File: src/rtl/clct_pretrig_sequencer.sv
// CLCT pre-trigger sequencer: pre-triggers on the sorter's best pattern, waits out the drift
// delay, re-qualifies and latches a CLCT, then holds off for a dead time before re-arming.
module clct_pretrig_sequencer #(
    parameter int unsigned MXPATB  = 7,
    parameter int unsigned MXKEYBX = 8,
    parameter int unsigned MXXKYB  = 10,
    parameter int unsigned MXBNDB  = 5,
    parameter int unsigned MXPATC  = 12,
    parameter int unsigned MXQLTB  = 6,
    parameter int unsigned MXCNTB  = 16
) (
    input  logic               clock,
    input  logic               reset,
    input  logic [MXPATB-1:0]  best_pat,
    input  logic [MXKEYBX-1:0] best_key,
    input  logic [MXBNDB-1:0]  best_bend,
    input  logic [MXPATC-1:0]  best_carry,
    input  logic [MXXKYB-1:0]  best_subkey,
    input  logic [MXQLTB-1:0]  best_qlt,
    input  logic               seq_en,
    input  logic [2:0]         hit_thresh_pretrig,
    input  logic [3:0]         pid_thresh_pretrig,
    input  logic [2:0]         hit_thresh_postdrift,
    input  logic [3:0]         pid_thresh_postdrift,
    input  logic [1:0]         drift_delay,
    input  logic [3:0]         dead_time,
    input  logic               cnt_clear,
    output logic               pretrig,
    output logic               busy,
    output logic               clct_vld,
    output logic [2:0]         clct_hit,
    output logic [3:0]         clct_pid,
    output logic [MXKEYBX-1:0] clct_key,
    output logic [MXXKYB-1:0]  clct_subkey,
    output logic [MXBNDB-1:0]  clct_bend,
    output logic [MXPATC-1:0]  clct_carry,
    output logic [MXQLTB-1:0]  clct_qlt,
    output logic [MXCNTB-1:0]  cnt_pretrig,
    output logic [MXCNTB-1:0]  cnt_clct,
    output logic [MXCNTB-1:0]  cnt_drop,
    output logic [MXCNTB-1:0]  cnt_blocked
);

    typedef enum logic [1:0] {StIdle, StDrift, StEval, StDead} state_e;

    state_e state_q, state_d;
    logic [3:0] timer_q, timer_d;

    logic pretrig_q, pretrig_d;
    logic clct_vld_q, clct_vld_d;

    logic [2:0]         hit_q, hit_d;
    logic [3:0]         pid_q, pid_d;
    logic [MXKEYBX-1:0] key_q, key_d;
    logic [MXXKYB-1:0]  subkey_q, subkey_d;
    logic [MXBNDB-1:0]  bend_q, bend_d;
    logic [MXPATC-1:0]  carry_q, carry_d;
    logic [MXQLTB-1:0]  qlt_q, qlt_d;

    logic [MXCNTB-1:0] cnt_pretrig_q, cnt_clct_q, cnt_drop_q, cnt_blocked_q;
    logic inc_pretrig, inc_clct, inc_drop, inc_blocked;

    logic [2:0] pat_hits;
    logic [3:0] pat_pid;
    logic       pre_ok;
    logic       post_ok;

    assign pat_hits = best_pat[6:4];
    assign pat_pid  = best_pat[3:0];

    assign pre_ok  = (pat_hits >= hit_thresh_pretrig) && (pat_pid >= pid_thresh_pretrig);
    assign post_ok = (pat_hits >= hit_thresh_postdrift) && (pat_pid >= pid_thresh_postdrift);

    assign busy        = (state_q != StIdle);
    assign inc_blocked = busy && seq_en && pre_ok;

    // Saturating counter step; a clear wins over a same-cycle increment.
    function automatic logic [MXCNTB-1:0] cnt_step(input logic [MXCNTB-1:0] cur,
                                                   input logic inc, input logic clr);
        if (clr) begin
            return '0;
        end else if (inc && (cur != {MXCNTB{1'b1}})) begin
            return cur + 1'b1;
        end
        return cur;
    endfunction

    always_comb begin
        state_d     = state_q;
        timer_d     = timer_q;
        pretrig_d   = 1'b0;
        clct_vld_d  = 1'b0;
        hit_d       = hit_q;
        pid_d       = pid_q;
        key_d       = key_q;
        subkey_d    = subkey_q;
        bend_d      = bend_q;
        carry_d     = carry_q;
        qlt_d       = qlt_q;
        inc_pretrig = 1'b0;
        inc_clct    = 1'b0;
        inc_drop    = 1'b0;

        unique case (state_q)
            StIdle: begin
                if (seq_en && pre_ok) begin
                    pretrig_d   = 1'b1;
                    inc_pretrig = 1'b1;
                    // The pretrig cycle itself is the first drift cycle, so the timer
                    // holds the number of drift cycles still to run after it.
                    if (drift_delay == 2'd0) begin
                        state_d = StEval;
                    end else begin
                        state_d = StDrift;
                        timer_d = {2'b00, drift_delay} - 4'd1;
                    end
                end
            end
            StDrift: begin
                if (timer_q == 4'd0) begin
                    state_d = StEval;
                end else begin
                    timer_d = timer_q - 4'd1;
                end
            end
            StEval: begin
                if (post_ok) begin
                    clct_vld_d = 1'b1;
                    inc_clct   = 1'b1;
                    hit_d      = pat_hits;
                    pid_d      = pat_pid;
                    key_d      = best_key;
                    subkey_d   = best_subkey;
                    bend_d     = best_bend;
                    carry_d    = best_carry;
                    qlt_d      = best_qlt;
                end else begin
                    inc_drop = 1'b1;
                end
                if (dead_time == 4'd0) begin
                    state_d = StIdle;
                end else begin
                    state_d = StDead;
                    timer_d = dead_time - 4'd1;
                end
            end
            StDead: begin
                if (timer_q == 4'd0) begin
                    state_d = StIdle;
                end else begin
                    timer_d = timer_q - 4'd1;
                end
            end
            default: begin
                state_d = StIdle;
            end
        endcase
    end

    always_ff @(posedge clock) begin
        if (reset) begin
            state_q       <= StIdle;
            timer_q       <= 4'd0;
            pretrig_q     <= 1'b0;
            clct_vld_q    <= 1'b0;
            hit_q         <= '0;
            pid_q         <= '0;
            key_q         <= '0;
            subkey_q      <= '0;
            bend_q        <= '0;
            carry_q       <= '0;
            qlt_q         <= '0;
            cnt_pretrig_q <= '0;
            cnt_clct_q    <= '0;
            cnt_drop_q    <= '0;
            cnt_blocked_q <= '0;
        end else begin
            state_q       <= state_d;
            timer_q       <= timer_d;
            pretrig_q     <= pretrig_d;
            clct_vld_q    <= clct_vld_d;
            hit_q         <= hit_d;
            pid_q         <= pid_d;
            key_q         <= key_d;
            subkey_q      <= subkey_d;
            bend_q        <= bend_d;
            carry_q       <= carry_d;
            qlt_q         <= qlt_d;
            cnt_pretrig_q <= cnt_step(cnt_pretrig_q, inc_pretrig, cnt_clear);
            cnt_clct_q    <= cnt_step(cnt_clct_q, inc_clct, cnt_clear);
            cnt_drop_q    <= cnt_step(cnt_drop_q, inc_drop, cnt_clear);
            cnt_blocked_q <= cnt_step(cnt_blocked_q, inc_blocked, cnt_clear);
        end
    end

    assign pretrig     = pretrig_q;
    assign clct_vld    = clct_vld_q;
    assign clct_hit    = hit_q;
    assign clct_pid    = pid_q;
    assign clct_key    = key_q;
    assign clct_subkey = subkey_q;
    assign clct_bend   = bend_q;
    assign clct_carry  = carry_q;
    assign clct_qlt    = qlt_q;
    assign cnt_pretrig = cnt_pretrig_q;
    assign cnt_clct    = cnt_clct_q;
    assign cnt_drop    = cnt_drop_q;
    assign cnt_blocked = cnt_blocked_q;

endmodule

File: config.mk
export PLATFORM = sky130hd
export DESIGN_NAME = clct_pretrig_sequencer
export DESIGN_NICKNAME = d
export VERILOG_FILES = /design/src/rtl/clct_pretrig_sequencer.sv
export SDC_FILE = /design/constraint.sdc
export NUM_CORES = 1
export LEC_CHECK = 0
export ABC_AREA = 1
export BUFFER_PORTS_ARGS = -buffer_cell sky130_fd_sc_hd__clkbuf_2
export CORE_MARGIN = 2
export CORE_UTILIZATION = 37
export DETAILED_ROUTE_END_ITERATION = 10
export PLACE_DENSITY = 0.63
export SETUP_SLACK_MARGIN = 0.3
export SLEW_MARGIN = 5
export SYNTH_ARGS = -nofsm -noshare
export SYNTH_HDL_FRONTEND = slang
export SYNTH_SLANG_ARGS = --single-unit
File: constraint.sdc
create_clock -name clock -period 2.3 [get_ports clock]
set_clock_uncertainty 0.2 [all_clocks]
set_input_delay 0.46 -clock clock [delete_from_list [all_inputs] [get_ports clock]]
set_output_delay 0.46 -clock clock [all_outputs]
set_load 0.1 [all_outputs]
==> results.sh <==
export IMPL_fill_cells=1815
export IMPL_slowest_stage="clkbuf_2"
export IMPL_synth_top_cells_by_count="nand2_1 (224), dfxtp_1 (120), nand3_1 (116), nor2_1 (116), a21oi_1 (101)"
export IMPL_rsz0062_at_grt="true"
export IMPL_path_buf_inv=1
export IMPL_synth_cell_types=42
export IMPL_syn_inst=951
export IMPL_ios=187
export IMPL_timing_rr_start="cnt_clct[0]"
export IMPL_yosys_top_cells_area="dfxtp_1 (36%), nand2_1 (13%), nand3_1 (8.7%), a21oi_1 (7.6%), nor2_1 (6.5%)"
export IMPL_holdPathEnd="clct_key[6]"
export IMPL_yosysMostFrequentCell="nand2_1"
export IMPL_die_area_um2=19100
export IMPL_cp_data_required_time_ns=1.64
export IMPL_grt_pass1_vias=6251
export IMPL_grt_use_total=0.194
export IMPL_cts_hold_buf=0
export IMPL_start_util=0.374
export IMPL_final_cell_area_um2=8620
export IMPL_fmax_mhz=510
export IMPL_critPathMaxStageDelay_ns=0.48
export IMPL_finalCritPeriodShare=0.852
export IMPL_clkSinkCount=120
export IMPL_area_delta_synth_final_pct=29.5
export IMPL_drive_gt1_frac=0.327
export IMPL_die_height_um=138
export IMPL_hold_depth=3
export IMPL_port_buffers=186
export IMPL_synth_area_per_cell_um2=7.00
export IMPL_maxSlewViolCount=0
export IMPL_place_hpwl_um=13500
export IMPL_yosys_warnings=0
export IMPL_antenna_found_initial=0
export IMPL_pre_cts_ws_ns=-0.0348
export IMPL_grt_max_degree=74
export IMPL_grt_pass1_wl_um=30800
export IMPL_synth_top_area_cell="dfxtp_1"
export IMPL_worstHoldStart="best_key[6]"
export IMPL_ys_ff_latch=120
export IMPL_holdWs_ns=0.0840
export IMPL_first_pass_iters=5
export IMPL_p_leak_uw=0.00355
export IMPL_ir_worst_vdd_mv=0.504
export IMPL_finalHoldViolCount=0
export IMPL_status="finished, final reports clean"
export IMPL_syn_area_um2=6650
export IMPL_regToRegEndpoint="cnt_clct[4]"
export IMPL_dpl_cell_area_um2=7990
export IMPL_wl_per_cell_um=13.4
export IMPL_cp_start_kind="flop"
export IMPL_worstPathMaxFanout=7
export IMPL_ff_latch_area_um2=2500
export IMPL_drtAntennaViolNets=0
export IMPL_finalCriticalPeriod_ns=1.96
export IMPL_insertedDiodeCount=0
export IMPL_clock_latency_ns=0.42
export IMPL_avgViaCountPerCell=4.85
export IMPL_synth_edf_count=0
export IMPL_drc_errors=0
export IMPL_clk_pin_slew_ns=0.06
export IMPL_cp_end_kind="output port"
export IMPL_cts_inserted_buffers=17
export IMPL_setup_slack_ns=0.341
export IMPL_cp_arrival_ns=1.30
export IMPL_vias=6693
export IMPL_hp_class="input pin to flop"
export IMPL_final_core_util=0.485
export IMPL_core_area_um2=17800
export IMPL_root_buffer="clkbuf_16"
export IMPL_nNetsFinal=1230
export IMPL_cts_tree="done"
export IMPL_powerDensity_nw_per_um2=652
export IMPL_ys_flop_type="dfxtp_1"
export IMPL_path_class="flop to output port"
export IMPL_routed_wirelength_um=18500
export IMPL_setup_violations=0
export IMPL_crit_chain="clkbuf_2"
export IMPL_drv_cap=0
export IMPL_multi_input_area_um2=3740
export IMPL_yosysTopAreaCellShare=0.361
export IMPL_synthArstFlopShare=0
export IMPL_relSlewSlack=0.610
export IMPL_num_rows=49
export IMPL_r2r_setup_slack_ns=0.43
export IMPL_die_width_um=138
export IMPL_r2r_cells=8
export IMPL_ys_seq_area_frac=0.361
export IMPL_drtIter0Drc=330
export IMPL_cts_htree_levels=4
export IMPL_gr_total_overflow=0
export IMPL_syn_nets=1043
export IMPL_worstMarginPinSlew_ns=0.587
export IMPL_clk_path_buf_depth=2
export IMPL_critPathTopFamily="buffers and inverters"
export IMPL_routabilityCongestion=0.860
==> area by class of cell <==
class	count	area share
well taps	229	0.0333
inverters	83	0.0367
clock buffers	22	0.0576
multi-input cells	704	0.434
repair buffers	212	0.140
flip-flops and latches	120	0.291
clock inverters	10	0.00784
==> where the power goes <==
part           internal (uW)  switching (uW)  total (uW)
registers               2110            32.9        2150
clock network           1530             992        2520
logic                    286             664         950
total                   3930            1690        5620
==> logic make-up (layout without fill, tap and decap cells) <==
| group | Yosys count | count (layout) | share of synthesized area |
|---|---|---|---|
| XOR/XNOR | 29 | 29 | 0.0382 |
| buffers and inverters | 127 | 327 | 0.0873 |
| AO/OA/AOI/OAI | 126 | 126 | 0.103 |
| adder cells (fa/ha/maj) | 20 | 20 | 0.0376 |
| flip-flops | 120 | 120 | 0.361 |
| multiplexers | 1 | 1 | 0.00150 |
| AND/OR/NAND/NOR | 528 | 528 | 0.372 |
==> metal layers <==
| metal | wire, um | up-vias | global-route usage |
|---|---|---|---|
| li1 | - | 3483 | - |
| met1 | 8830 | 3003 | 0.261 |
| met2 | 8270 | 182 | 0.307 |
| met3 | 1050 | 25 | 0.0481 |
| met4 | 374 | 0 | 0.0618 |
| met5 | 0 | - | 0 |
==> flip-flops by register name, summed over array words and instances (netlist names) <==
register,flops
pretrig,1
clct_qlt,6
timer_q,4
cnt_pretrig,16
clct_bend,5
cnt_clct,16
clct_hit,3
clct_vld,1
cnt_blocked,16
clct_pid,4
state_q,2
cnt_drop,16
clct_subkey,10
clct_carry,12
clct_key,8
==> placed cells by master (no fill, tap or decap), drive strengths merged, types with 2 or more instances in the layout <==
master,synthesis,routed
clkinv,2,8
inv,81,81
ha,20,20
nor3,10,10
nand2,230,230
clkbuf,19,204
and2,2,2
o211ai,2,2
nand4,12,12
buf,25,30
nor2,123,123
o21ai,14,14
nand3,139,139
xor2,22,22
dfxtp,120,120
xnor2,7,7
nand3b,10,10
a21oi,107,107
o21bai,2,2
clkinvlp,0,4
==> how the worst max path moves through the flow <==
stage                             from              to  cells past startpoint
2_1_floorplan  hit_thresh_postdrift[2]     clct_hit[0]                      9
3_3_place_gp               best_pat[3]    cnt_drop[12]                     11
3_5_place_dp               best_pat[3]     cnt_drop[3]                     12
4_1_cts                     state_q[1]            busy                      3
5_1_grt                    cnt_clct[0]    cnt_clct[12]                     10
6_report                cnt_pretrig[3]  cnt_pretrig[3]                      1
==> metrics by stage <==
stage,instances,setup TNS (ns),power [uW]
floorplan,951,0,2870
global placement,1346,-0.0231,3120
detailed placement,1346,-0.0841,3120
CTS,1379,0,5670
global route,1380,0,5860
finish,1380,0,5620
==> timing repair <==
action                                  in CTS  in global routing
pin swaps                                    1                  1
buffers inserted                             1                  1
gates resized for setup                      1                 14
endpoints found under the setup margin       1                 30
(Power assumes the default switching activity.)
